## config.mk

```make
export PLATFORM = sky130hd
export DESIGN_NAME = muldiv_sequencer
export DESIGN_NICKNAME = d
export VERILOG_FILES = /design/src/rtl/muldiv_pkg.sv /design/src/rtl/muldiv_sequencer_div_restore_step.sv /design/src/rtl/muldiv_sequencer.sv
export SDC_FILE = /design/constraint.sdc
export NUM_CORES = 1
export LEC_CHECK = 0
export ABC_AREA = 1
export CAP_MARGIN = 20
export CORE_MARGIN = 2
export CORE_UTILIZATION = 45
export CTS_CLUSTER_DIAMETER = 40
export DETAILED_ROUTE_END_ITERATION = 16
export GPL_ROUTABILITY_DRIVEN = 0
export GPL_TIMING_DRIVEN = 0
export MAX_ROUTING_LAYER = met4
export PLACE_DENSITY = 0.68
export SLEW_MARGIN = 20
export SYNTH_ARGS = -nofsm -noshare
export SYNTH_HDL_FRONTEND = slang
export SYNTH_HIERARCHICAL = 1
export SYNTH_SLANG_ARGS = --single-unit
export TNS_END_PERCENT = 1
```

## constraint.sdc

```tcl
create_clock -name clk -period 7.2 [get_ports clk]
set_input_delay 0.72 -clock clk [delete_from_list [all_inputs] [get_ports clk]]
set_output_delay 0.72 -clock clk [all_outputs]
set_load 0.01 [all_outputs]
```

## src/rtl/muldiv_pkg.sv

```systemverilog
// Shared definitions for the iterative multiply/divide sequencer: state
// encoding, default sizing and the R-type funct codes decoded by the control unit.
package muldiv_pkg;

   localparam int MD_WIDTH = 32;
   localparam int MD_CNT_W = 6;
   localparam int MD_ITERS = MD_WIDTH;

   localparam logic [5:0] MULT = 6'h18;
   localparam logic [5:0] DIV  = 6'h1a;

   typedef enum logic [2:0] {
      IDLE     = 3'd0,
      MULT_RUN = 3'd1,
      DIV_CHK  = 3'd2,
      DIV_RUN  = 3'd3,
      DIV_FIX  = 3'd4,
      FINISH   = 3'd5
   } md_state_t;

endpackage

```

## src/rtl/muldiv_sequencer_div_restore_step.sv

```systemverilog
// One restoring-division step on unsigned magnitudes: shift the next dividend
// bit into the partial remainder, subtract the divisor if it fits, and shift
// the resulting quotient bit into the low end of the quotient register.
module div_restore_step #(
   parameter int WIDTH = 32
) (
   input  logic [WIDTH-1:0] rem_in,
   input  logic [WIDTH-1:0] quo_in,
   input  logic [WIDTH-1:0] divisor,
   output logic [WIDTH-1:0] rem_out,
   output logic [WIDTH-1:0] quo_out
);

   logic [WIDTH:0]   shifted;
   logic [WIDTH-1:0] sub;
   logic             fits;

   // trial subtraction; the partial remainder stays below the divisor, so the
   // difference always fits in WIDTH bits whenever the subtraction is kept
   always_comb begin
      shifted = {rem_in, quo_in[WIDTH-1]};
      fits    = (shifted >= {1'b0, divisor});
      sub     = shifted[WIDTH-1:0] - divisor;
      rem_out = fits ? sub : shifted[WIDTH-1:0];
      quo_out = {quo_in[WIDTH-2:0], fits};
   end

endmodule

```

## src/rtl/muldiv_sequencer.sv

```systemverilog
// Iterative signed multiply/divide unit owning HI/LO. Multiply is radix-2
// Booth (WIDTH steps); divide is restoring division on magnitudes (WIDTH steps)
// followed by a sign-fix cycle. Status outputs are registered so that busy,
// done and div_by_zero line up with the cycle in which hi/lo are updated.
module muldiv_sequencer
   import muldiv_pkg::*;
#(
   parameter int WIDTH = MD_WIDTH,
   parameter int CNT_W = MD_CNT_W
) (
   input  logic             clk,
   input  logic             reset,
   input  logic             start_mult,
   input  logic             start_div,
   input  logic [WIDTH-1:0] op_a,
   input  logic [WIDTH-1:0] op_b,
   output logic             busy,
   output logic             done,
   output logic             div_by_zero,
   output logic [WIDTH-1:0] hi,
   output logic [WIDTH-1:0] lo
);

   md_state_t        state_reg, state_next;

   // acc holds the Booth upper half (one guard bit) or the division remainder;
   // q holds the multiplier / dividend, later the product low half / quotient
   logic [WIDTH:0]   acc_reg;
   logic [WIDTH-1:0] q_reg;
   logic [WIDTH-1:0] m_reg;
   logic             qm1_reg;
   logic [CNT_W-1:0] cnt_reg;
   logic             sign_a_reg, sign_b_reg;
   logic [WIDTH-1:0] hi_reg, lo_reg;
   logic             busy_reg, done_reg, dbz_reg;
   logic             busy_next, done_next, dbz_next;

   logic [WIDTH:0]   m_ext;
   logic [WIDTH:0]   booth_sum;
   logic [WIDTH-1:0] div_rem, div_quo;
   logic             last_step;

   assign m_ext     = {m_reg[WIDTH-1], m_reg};
   assign last_step = (cnt_reg == CNT_W'(WIDTH - 1));

   div_restore_step #(.WIDTH(WIDTH)) u_div_step (
      .rem_in  (acc_reg[WIDTH-1:0]),
      .quo_in  (q_reg),
      .divisor (m_reg),
      .rem_out (div_rem),
      .quo_out (div_quo)
   );

   // Booth recoding of the current multiplier bit pair: add, subtract or pass
   always_comb begin
      booth_sum = acc_reg;
      case ({q_reg[0], qm1_reg})
         2'b01:   booth_sum = acc_reg + m_ext;
         2'b10:   booth_sum = acc_reg - m_ext;
         default: booth_sum = acc_reg;
      endcase
   end

   // state register
   always_ff @(posedge clk) begin
      if (reset) state_reg <= IDLE;
      else       state_reg <= state_next;
   end

   // next-state logic; multiply takes priority when both starts are raised
   always_comb begin
      state_next = state_reg;
      case (state_reg)
         IDLE: begin
            if (start_mult)     state_next = MULT_RUN;
            else if (start_div) state_next = DIV_CHK;
         end
         MULT_RUN: if (last_step) state_next = FINISH;
         DIV_CHK:  state_next = (m_reg == '0) ? IDLE : DIV_RUN;
         DIV_RUN:  if (last_step) state_next = DIV_FIX;
         DIV_FIX:  state_next = FINISH;
         FINISH:   state_next = IDLE;
         default:  state_next = IDLE;
      endcase
   end

   // status outputs for the following cycle, derived from the current state
   always_comb begin
      busy_next = (state_reg != IDLE);
      done_next = (state_reg == FINISH);
      dbz_next  = (state_reg == DIV_CHK) && (m_reg == '0);
   end

   // registered status outputs
   always_ff @(posedge clk) begin
      if (reset) begin
         busy_reg <= 1'b0;
         done_reg <= 1'b0;
         dbz_reg  <= 1'b0;
      end else begin
         busy_reg <= busy_next;
         done_reg <= done_next;
         dbz_reg  <= dbz_next;
      end
   end

   // datapath: operand latch, Booth/divide iterations, sign fix, HI/LO write
   always_ff @(posedge clk) begin
      if (reset) begin
         acc_reg    <= '0;
         q_reg      <= '0;
         m_reg      <= '0;
         qm1_reg    <= 1'b0;
         cnt_reg    <= '0;
         sign_a_reg <= 1'b0;
         sign_b_reg <= 1'b0;
         hi_reg     <= '0;
         lo_reg     <= '0;
      end else begin
         case (state_reg)
            IDLE: begin
               cnt_reg <= '0;
               if (start_mult || start_div) begin
                  acc_reg <= '0;
                  q_reg   <= op_a;
                  m_reg   <= op_b;
                  qm1_reg <= 1'b0;
               end
            end
            MULT_RUN: begin
               acc_reg <= {booth_sum[WIDTH], booth_sum[WIDTH:1]};
               q_reg   <= {booth_sum[0], q_reg[WIDTH-1:1]};
               qm1_reg <= q_reg[0];
               cnt_reg <= cnt_reg + CNT_W'(1);
            end
            DIV_CHK: begin
               // magnitudes as unsigned WIDTH-bit values; the most negative
               // operand maps to 2^(WIDTH-1), which still fits unsigned
               sign_a_reg <= q_reg[WIDTH-1];
               sign_b_reg <= m_reg[WIDTH-1];
               q_reg      <= q_reg[WIDTH-1] ? -q_reg : q_reg;
               m_reg      <= m_reg[WIDTH-1] ? -m_reg : m_reg;
               acc_reg    <= '0;
               cnt_reg    <= '0;
            end
            DIV_RUN: begin
               acc_reg <= {1'b0, div_rem};
               q_reg   <= div_quo;
               cnt_reg <= cnt_reg + CNT_W'(1);
            end
            DIV_FIX: begin
               q_reg   <= (sign_a_reg ^ sign_b_reg) ? -q_reg : q_reg;
               acc_reg <= {1'b0, sign_a_reg ? -acc_reg[WIDTH-1:0] : acc_reg[WIDTH-1:0]};
            end
            FINISH: begin
               hi_reg <= acc_reg[WIDTH-1:0];
               lo_reg <= q_reg;
            end
            default: ;
         endcase
      end
   end

   assign busy        = busy_reg;
   assign done        = done_reg;
   assign div_by_zero = dbz_reg;
   assign hi          = hi_reg;
   assign lo          = lo_reg;

endmodule
```

* Word-level counts from Yosys, hierarchy flattened
Cells that the tools add are included.
Operators by class: $mul 0, bitwise gates (word level) 1, $add $sub $neg 7, eq/ne operators 16, mux-type cells 21, shifts and indexed selects 0, div/mod/pow operators 0, order comparisons 1, reductions and logical operators 19
Operators by type and width (number):
- 32-bit 2-to-1 mux | 7
- 33-bit case mux with 5 select lines | 1
- 32-bit case mux with 5 select lines | 1
- 32-bit negation | 3
- 33-bit case mux with 2 select lines | 1
- 32-bit case mux with 2 select lines | 1
- 33-bit adder | 1
- 33-bit by 32-bit greater-or-equal comparator with 1-bit output | 1
- 33-bit 2-to-1 mux | 1
- 33-bit subtractor | 1
- 32-bit logical NOT | 1
- 32-bit subtractor | 1
- 3-bit case mux with 5 select lines | 1
- 2-bit != test (second input constant) | 7
- 3-bit 2-to-1 mux | 4
- 6-bit case mux with 2 select lines | 1
- 3-bit AND reduction | 4
- 6-bit by 1-bit adder with 6-bit output (second input constant) | 1
- 3-bit by 2-bit == test with 1-bit output (second input constant) | 2
- 3-bit == test (second input constant) | 2
- 6-bit by 5-bit == test with 1-bit output (second input constant) | 1
- 2-bit AND reduction | 3
- 2-bit nonzero test | 3
- 5-bit nonzero test | 1
- other kinds (14) | 15
Storage, ports and cells: memories kept 0, output and inout bits 67, register bits 176, bits in latches 0, memory bits (read-only) 0, bits in writable memories 0

* Depth between registers and ports, before layout
Gate-level depths: netlist (run 1).
depth after elaboration 3, gate-level depth with buffers 29

* Hierarchy
Netlist (run 1), hierarchy kept.
By module, submodules not included:
- muldiv_sequencer | area each 13231.4 um2, cells each 2196, instances 1, seq. area each 3523.4 um2
- div_restore_step | area each 3400.8 um2, cells each 679, instances 1, seq. area each 0.0 um2

* Worst setup path before layout (run 1)
Ideal clock, no wire load.
kind register to register, from reg m_reg[1], to reg acc_reg[31], data required time 7.130 ns, library setup time 0.070 ns, period minus slack after synthesis 3.109 ns, slack 4.091 ns, arrival 3.039 ns, buffers on the path 0, stages on the path, launching flop included 28, cells stage by stage dfxtp_1 inv_1 nand2_2 nor3_2 nand2_2 nor2_4 nand3_2 nor2_4 nand2_1 nor4_1 ha_1 nand2_1 o21ai_0 ha_1 inv_1 nor3_1 nand2_1 inv_1 nand2_1 nand2_1 inv_1 nand2_1 nand2_1 nand3_1 nand2_1 nand2_1 nand2_1 a21oi_1
On the way: word-level cells in the longest chain between the ends 3
Ends and longest elaborated chain:
- from (decl) | RTL line muldiv_sequencer.sv:30 | logic [WIDTH-1:0] m_reg;
- from (signal assigned) | RTL line muldiv_sequencer.sv:126 | m_reg <= op_b;
- from (signal assigned) | RTL line muldiv_sequencer.sv:142 | m_reg <= m_reg[WIDTH-1] ? -m_reg : m_reg;
- 33-bit subtractor, or another cell as far along | RTL line muldiv_sequencer.sv:59 | 2'b10: booth_sum = acc_reg - m_ext;
- 33-bit case mux with 2 select lines or 32-bit 2-to-1 mux (tied branches) | RTL line muldiv_sequencer.sv:57, muldiv_sequencer_div_restore_step.sv:24
- 33-bit case mux with 5 select lines * | RTL line muldiv_sequencer.sv:120 | case (state_reg)
- to (signal assigned) | RTL line muldiv_sequencer.sv:131 | acc_reg <= {booth_sum[WIDTH], booth_sum[WIDTH:1]};
- to (signal assigned) | RTL line muldiv_sequencer.sv:147 | acc_reg <= {1'b0, div_rem};
- to (signal assigned) | RTL line muldiv_sequencer.sv:153 | acc_reg <= {1'b0, sign_a_reg ? -acc_reg[WIDTH-1:0] : acc_reg[WIDTH-1:0]};
- to (decl) | RTL line muldiv_sequencer.sv:28 | logic [WIDTH:0] acc_reg;
Every way passes the cells marked *; elsewhere a longest branch is shown, timed or not. A chain may end at the register's enable or synchronous reset.

* Final worst setup path (run 1)
Same ends and word-level chain as after synthesis.

==> results of run 1 <==
synthesized netlist by cell type (2+ instances only):
cell                        count
sky130_fd_sc_hd__a41oi_1        3
sky130_fd_sc_hd__buf_6          6
sky130_fd_sc_hd__nor4_1         7
sky130_fd_sc_hd__nand3_1      197
sky130_fd_sc_hd__o21ai_1        7
sky130_fd_sc_hd__o211ai_1      13
sky130_fd_sc_hd__nand3_2       14
sky130_fd_sc_hd__buf_12         2
sky130_fd_sc_hd__a211oi_1       6
sky130_fd_sc_hd__nor3_2         5
sky130_fd_sc_hd__nand3b_1      15
sky130_fd_sc_hd__inv_1        452
sky130_fd_sc_hd__o21ai_0      195
sky130_fd_sc_hd__o21bai_1       6
sky130_fd_sc_hd__clkbuf_1      57
sky130_fd_sc_hd__buf_4         34
sky130_fd_sc_hd__o221ai_1       3
sky130_fd_sc_hd__a32oi_1        2
sky130_fd_sc_hd__o2111ai_1      6
sky130_fd_sc_hd__a21o_1         2
sky130_fd_sc_hd__nand2_1      829
sky130_fd_sc_hd__nand2_2       16
sky130_fd_sc_hd__nand4_1       29
sky130_fd_sc_hd__a31oi_1        5
sky130_fd_sc_hd__a221oi_1      33
sky130_fd_sc_hd__nor3_1        37
sky130_fd_sc_hd__inv_2         16
sky130_fd_sc_hd__or2_2          9
sky130_fd_sc_hd__nor2_2        16
sky130_fd_sc_hd__nor2_4         9
sky130_fd_sc_hd__buf_2         33
sky130_fd_sc_hd__buf_1          3
sky130_fd_sc_hd__a21oi_1      266
sky130_fd_sc_hd__nor2_1       209
sky130_fd_sc_hd__and2_1        10
sky130_fd_sc_hd__fa_1           2
sky130_fd_sc_hd__a22oi_1        3
sky130_fd_sc_hd__ha_1          71
sky130_fd_sc_hd__xor2_1        48
sky130_fd_sc_hd__xnor2_1        8
sky130_fd_sc_hd__dfxtp_1      176
logic make-up (layout without fill, tap and decap cells):
group | count (synthesis) | in the layout | share of synthesized area [%]
and+or+nand+nor | 1406 | 1406 | 36.5
adders and majority gates | 73 | 73 | 5.58
muxes | 1 | 1 | 0.0602
AOI/OAI and AO/OA | 558 | 558 | 18.5
xor gates and xnor gates | 56 | 56 | 2.95
DFF | 176 | 176 | 21.2
buffers and inverters | 605 | 770 | 15.2
path summary, 6_finish.rpt:
| kind | end | startpoint | slack [ns] | depth (start not counted) |
|---|---|---|---|---|
| hold / removal | lo[18]$_SDFFE_PP0P_ | lo[18]$_SDFFE_PP0P_ | 0.44 | 2 |
| setup reg to reg | acc_reg[31]$_SDFFE_PP0P_ | m_reg[1]$_SDFFE_PP0P_ | 3.16 | 26 |
| hold reg to reg | lo[18]$_SDFFE_PP0P_ | lo[18]$_SDFFE_PP0P_ | 0.44 | 2 |
| setup / recovery | acc_reg[31]$_SDFFE_PP0P_ | m_reg[1]$_SDFFE_PP0P_ | 3.16 | 26 |
per-stage QoR:
stage,hold slack [ns],util (%),instance area [µm²],std cells
detailed placement,0.435,50.8,18600,3477
floorplan,0.454,-,16600,2875
CTS,0.446,52.3,19100,3508
finish,0.443,52.3,19100,3508
global route,0.467,52.3,19100,3508
global placement,0.431,50.8,18600,3477
layer usage:
| layer | up-vias | track usage (%) | wire (µm) | share of wire [%] |
|---|---|---|---|---|
| li1 | 9535 | - | - | - |
| met1 | 8859 | 40.8 | 25700 | 40 |
| met2 | 1006 | 52.9 | 28400 | 44 |
| met3 | 211 | 4.78 | 5920 | 9.2 |
| met4 | 0 | 19.7 | 4200 | 6.5 |
| met5 | - | - | 0 | 0 |
area by class of cell:
type                    instances  area (µm²)  share of cell area [%]
clock buffers                  19         433                    2.27
clock inverters                12         104                   0.544
flip-flops and latches        176        3520                    18.5
plain buffers                 135         753                    3.94
well taps                     468         586                    3.07
multi-input cells            2094       10600                    55.5
repair buffers                134        1340                    7.02
inverters                     470        1770                    9.25
worst max-delay path: cells and delay by family (launching register included):
kind            cells  cell delay [ns]
simple gates       18             2.29
fa+ha+maj           2             0.67
flops               1             0.40
buf+inv             3             0.33
compound gates      3             0.19
placed cells by master, fill, tap and decap left out, types with 14 or more instances in the layout:
cell                              synthesis  final
sky130_fd_sc_hd__nand2_2                 16     16
sky130_fd_sc_hd__nand3_1                197    197
sky130_fd_sc_hd__inv_1                  452    452
sky130_fd_sc_hd__o21ai_0                195    195
sky130_fd_sc_hd__nand4_1                 29     29
sky130_fd_sc_hd__buf_4                   34     34
sky130_fd_sc_hd__buf_2                   33     33
sky130_fd_sc_hd__nand2_1                829    829
sky130_fd_sc_hd__clkbuf_1                57     59
sky130_fd_sc_hd__nor2_2                  16     16
sky130_fd_sc_hd__nor2_1                 209    209
sky130_fd_sc_hd__xor2_1                  48     48
sky130_fd_sc_hd__dfxtp_1                176    176
sky130_fd_sc_hd__ha_1                    71     71
sky130_fd_sc_hd__clkbuf_16                0     17
sky130_fd_sc_hd__inv_2                   16     16
sky130_fd_sc_hd__nor3_1                  37     37
sky130_fd_sc_hd__nand3b_1                15     15
sky130_fd_sc_hd__clkdlybuf4s50_1          0    134
sky130_fd_sc_hd__nand3_2                 14     14
sky130_fd_sc_hd__a221oi_1                33     33
sky130_fd_sc_hd__a21oi_1                266    266
==> results.txt, run 1 <==
The post-synthesis instance area came out at 16,600 µm². The post-CTS setup-driven buffer insertion count is 0. The final count of negative-setup-slack endpoints is 0. The delay of the slowest cell on the worst path came out at 0.40 ns. The flow ran to the end, and the final reports show no timing, DRC or antenna violations. Once detail routing completed, the nets flagged for antenna violations numbered 0. The final critical delay including setup and external delays is 4.04 ns. Synthesis produced a netlist with a net count of 3,016. The data required time at the worst endpoint came out at 7.51 ns. The number of pins exceeding their max-slew limit in the final report came out at 0. The min-delay analysis places its worst path in the category flip-flop to flip-flop. Buffers inserted during clock tree synthesis total 17.

The sequential element share of the synthesized area came out at 21.2%. In the routed layout, each cell is associated on average with a via count of 5.59. The length of the first detailed-routing pass in iterations came out at 6. The residual overflow from global routing is 0. The count of routing violations after the opening detailed-route iteration is 2,068.

The die span in x is 196 µm. Dividing the synthesized area by the synthesized cell count gives 5.79 µm². Counting flops and latches in the post-synthesis netlist gives 176. The via count of the first global-routing pass is 17,721. The post-synthesis to final-layout area growth came out at 14.8%. The headroom to the max-slew limit is 41.6%. The count of input and output buffers came out at 134. The largest total area in the synthesized netlist belongs to sky130_fd_sc_hd__dfxtp_1.

The core region is 36,500 µm². Of all nets on the critical path, the largest fanout is 5. Global routing used 33.5% of the available tracks. For the final routed database, the setup TNS stands at 0 ns.

The largest individual stage delay along the critical path comes from the cell sky130_fd_sc_hd__dfxtp_1. Setup repair after global routing left no endpoint under its margin. TritonCTS built the clock tree.

The slew at the pin closest to its max-slew limit is 0.876 ns. The detailed-route DRC error count is 0. The number of sinks driven by the clock tree is 176. In this run the count of I/O pins placed on the die edge is 135. After synthesis, the cell types taking the most area are sky130_fd_sc_hd__dfxtp_1 21%, sky130_fd_sc_hd__nand2_1 19%, sky130_fd_sc_hd__inv_1 10%, sky130_fd_sc_hd__a21oi_1 8.0%, sky130_fd_sc_hd__nand3_1 5.9%.

The antenna diode instance count is 0. The register with the most flip-flops in the layout has 33 of them. The top flip-flop cell by instance count after synthesis is sky130_fd_sc_hd__dfxtp_1. Setup slack on the critical path of the routed design comes to 3.16 ns.

For this design, the CTS-stage hold fixing added 0 buffers. The die covers 38,500 µm². The number of violations of the max-capacitance limit came out at 0. The post-detailed-route wirelength per cell is 18.3 µm. OpenSTA, run right after detailed placement, puts the worst setup slack at 3.26 ns. Clock-pin slew was measured on the worst setup and hold paths at 0.08 ns.

Entering global routing, the biggest net connects 17 pins. The via count came out at 19,611. The instance count of the mapped netlist is 2,875. The number of core rows is 70.

The maximum level of the CTS H-tree came out at 4. The post-cts sizing count came out at 0. STA classifies the critical path endpoint as a flip-flop. The overall routed net length is 64,200 µm. The Yosys step of the flow raised 6 warnings. The area share of the largest cell type after synthesis came out at 21.2%. The number of fill cells is 3,813. The classification of the worst setup path is flip-flop to flip-flop. At the worst endpoint, the arrival time is 4.35 ns. The tree is rooted in a sky130_fd_sc_hd__clkbuf_16. The wire length of the first global-routing pass came out at 96,800 µm. The worst clock skew on the final layout is 0.0129 ns. The initial antenna violation count came out at 0.

The post-route netlist has 6.45% of its cells at a drive strength greater than 1. The number of synthesized flops with an enable pin is 0. The initial core utilization came out at 45.5%. The wire-length estimate of the detail-placed layout is 51,800 µm. The number of hold-slack violations in the final timing report came to 0. Counting stages on the worst path, the most repeated cell is sky130_fd_sc_hd__nand2_1.

At the end of the flow, the number of nets in the layout was 3,169. For this run, the top clock speed supported by timing is 247 MHz. The number of library cell types mapped by synthesis came out at 56. The portion of the clock cycle consumed by the worst path in the final layout came out at 56.2%. The share of synthesized registers carrying an async set or reset is 0%. The chip height is 196 µm. The clock latency on the worst-skew pair is 0.46 ns. The maximum number of buffers from clock root to sink came out at 2. The worst setup path is launched from a flip-flop.
Power of run 1 is left out: the tool's default activity adds up to more than one toggle a clock period on the data nets, which glitch-free logic cannot reach.
==> inputs of run 2 (changes only) <==
- clock period: 7.2 -> 3.9 ns (I/O delays scaled with it)
==> results.txt, run 2 (synthesized netlist as in run 1, its figures left out) <==
Outcome: completed (unchanged). The post-detailed-route wirelength per cell came out at 18.4 µm (was 18.3 µm). The type of origin of the critical path is a flip-flop (unchanged). The number of top-level design ports came to 135 (unchanged). The number of buffers created by CTS came out at 17 (unchanged). RSZ-0062 raised after global routing: yes (was no). The flip-flop count of the largest register, all copies and words added came out at 33 (unchanged). The setup TNS came to 0 ns (unchanged). The maximum number of buffers from clock root to sink is 2 (unchanged). The HPWL after detailed placement came to 51,800 µm (unchanged). The count of input and output buffers came out at 134 (unchanged). The number of sinks driven by the clock tree came out at 176 (unchanged). The pin count of the biggest net entering global routing was 17 (unchanged). The worst-path cell with the longest stage delay is sky130_fd_sc_hd__dfxtp_1 (unchanged). The residual overflow from global routing came to 0 (unchanged). The length of the first detailed-routing pass in iterations came out at 9 (was 6). The clock edge transition at the registers on the reported setup and hold paths came out at 0.07 ns (was 0.08 ns). The final critical delay including setup and external delays is 3.75 ns (was 4.04 ns).

Traced cell by cell, the critical path runs through nor2_2 > nand2_2 > nor3_4 > nand2_2 > nor3_2 > nand3_1 > nor2_1 > xor2_1 > o21ai_0 > ha_1 > nand2_1 > inv_1 > nand2_1 > inv_1 > a21oi_1 > nand2_1 > nand2_1 > nand2_1 > o21ai_1 > nand3_1 > nand2_1 > a21oi_1. The headroom to the max-slew limit is 41.7% (was 41.6%). The worst hold slack came out at 0.443 ns (about the same). The class of the tightest hold or removal check is flip-flop to flip-flop (unchanged).

The die outline area came out at 38,500 µm² (unchanged). The wire length of the first global-routing pass came to 96,900 µm (was 96,800 µm). The final count of negative-setup-slack endpoints came out at 0 (unchanged). The buffer cell driving the clock tree root is sky130_fd_sc_hd__clkbuf_16 (unchanged). The final layout net count came out at 3,172 (was 3,169). The classification of the worst setup path is flip-flop to flip-flop (unchanged). The core region area is 36,500 µm² (unchanged). The number of pins exceeding their max-slew limit in the final report came out at 0 (unchanged).

The gate family responsible for the most delay along the worst path is simple AND/OR/NAND/NOR gates (unchanged). The via count came out at 19,670 (was 19,611). The initial antenna violation count is 0 (unchanged). The die span in x was 196 µm (unchanged). The fraction of layout instances using a drive strength above 1 came out at 7.33% (was 6.45%). The maximum level of the CTS H-tree was 4 (unchanged).

The final core utilization came out at 52.6% (was 52.3%). The largest driver fanout on the critical path came out at 6 (was 5). The post-detailed-route via-to-cell ratio is 5.60 (was 5.59). The data arrival time of the critical path came out at 4.07 ns (was 4.35 ns).

The post-synthesis to final-layout area growth is 15.6% (was 14.8%). The most common cell after layout, fill and taps aside is sky130_fd_sc_hd__nand2_1 (unchanged). The initial core utilization is 45.5% (unchanged).

The number of core rows came out at 70 (unchanged). The chip height came out at 196 µm (unchanged). The cell with the most instances on the worst path is sky130_fd_sc_hd__nand2_1 (unchanged). The clock latency on the worst-skew pair came out at 0.46 ns (about the same). The number of buffers and inverters on the critical path came out at 2 (was 3). The TritonCTS clock tree was yes (unchanged). The delay of the slowest cell on the worst path is 0.39 ns (was 0.40 ns). The worst clock skew on the final layout is 0.0135 ns (was 0.0129 ns). The data required time at the worst endpoint is 4.22 ns (was 7.51 ns). The portion of the clock cycle consumed by the worst path in the final layout came out at 96.2% (was 56.2%). The detailed-route DRC error count was 0 (unchanged). The overall routed net length came to 64,500 µm (was 64,200 µm). The count of routing violations after the opening detailed-route iteration is 1,954 (was 2,068).

The via count of the first global-routing pass was 17,732 (was 17,721). The nature of the critical path endpoint was a flip-flop (unchanged). The number of nets still failing antenna checks after routing was 0 (unchanged). The number of hold-slack violations in the final timing report was 0 (unchanged).

The overall global routing resource usage came out at 33.5% (about the same). The number of violations of the max-capacitance limit came out at 0 (unchanged). The number of non-filler instances in the completed layout came out at 3,512 (was 3,508). Highest-count cells in the layout ignoring fill and taps: 826 x sky130_fd_sc_hd__nand2_1, 451 x sky130_fd_sc_hd__inv_1, 264 x sky130_fd_sc_hd__a21oi_1, 205 x sky130_fd_sc_hd__nor2_1, 196 x sky130_fd_sc_hd__nand3_1 (was 829 x sky130_fd_sc_hd__nand2_1, 452 x sky130_fd_sc_hd__inv_1, 266 x sky130_fd_sc_hd__a21oi_1, 209 x sky130_fd_sc_hd__nor2_1, 197 x sky130_fd_sc_hd__nand3_1). The timing-limited maximum frequency was 267 MHz (was 247 MHz). The slew at the pin closest to its max-slew limit came out at 0.874 ns (was 0.876 ns). The total instance count after detailed placement is 3,477 (unchanged).
run 2: cell types whose count changed in the layout (fill, tap and decap cells not counted), sizes merged:
cell,delta
buf,+3
diode,+1
run 2: routing by layer:
layer / vias to the layer above / global-route usage (%) / share of wire, %
met5: - / - / 0
met3: 239 / 4.83 / 8.6
met4: 0 / 19.9 / 6.9
met2: 993 / 52.8 / 44
met1: 8884 / 40.8 / 41
li1: 9554 / - / -
run 2: path summary, 6_finish.rpt:
path / cells after the start / to / from / slack [ns]
max: 22 / acc_reg[14]$_SDFFE_PP0P_ / m_reg[2]$_SDFFE_PP0P_ / 0.15
min: 2 / lo[18]$_SDFFE_PP0P_ / lo[18]$_SDFFE_PP0P_ / 0.44
max reg2reg: 22 / acc_reg[14]$_SDFFE_PP0P_ / m_reg[2]$_SDFFE_PP0P_ / 0.15
min reg2reg: 2 / lo[18]$_SDFFE_PP0P_ / lo[18]$_SDFFE_PP0P_ / 0.44
run 2: area by class of cell:
class,count,area [µm²]
fill,3801,17300
clock inverter,12,104
tap,468,586
clock buffer,19,433
timing repair buffer,137,1360
sequential,176,3530
multi-input combinational,2094,10700
buffer,135,757
inverter,470,1770
antenna,1,2.50
run 2: metrics by stage:
stage | cell area, µm² | setup slack (ns)
after detailed placement | 18600 | -0.0375
after CTS | 19100 | -0.00530
after floorplan | 16600 | 0.791
after global placement | 18600 | 0.0388
after global routing | 19200 | -0.0520
final | 19200 | 0.150
run 2: worst min-delay path, cell delays in order (launching register included):
cell and delay (ns):
sky130_fd_sc_hd__dfxtp_1 0.31, sky130_fd_sc_hd__inv_1 0.04, sky130_fd_sc_hd__a21oi_1 0.05
run 2: what timing repair did:
item | CTS | global route
setup endpoints to repair | 2 | 25
pin swaps | 0 | 9
hold buffers | 0 | 0
buffers inserted | 0 | 3
resized for setup | 2 | 34
Power of run 2 is left out for the same reason.
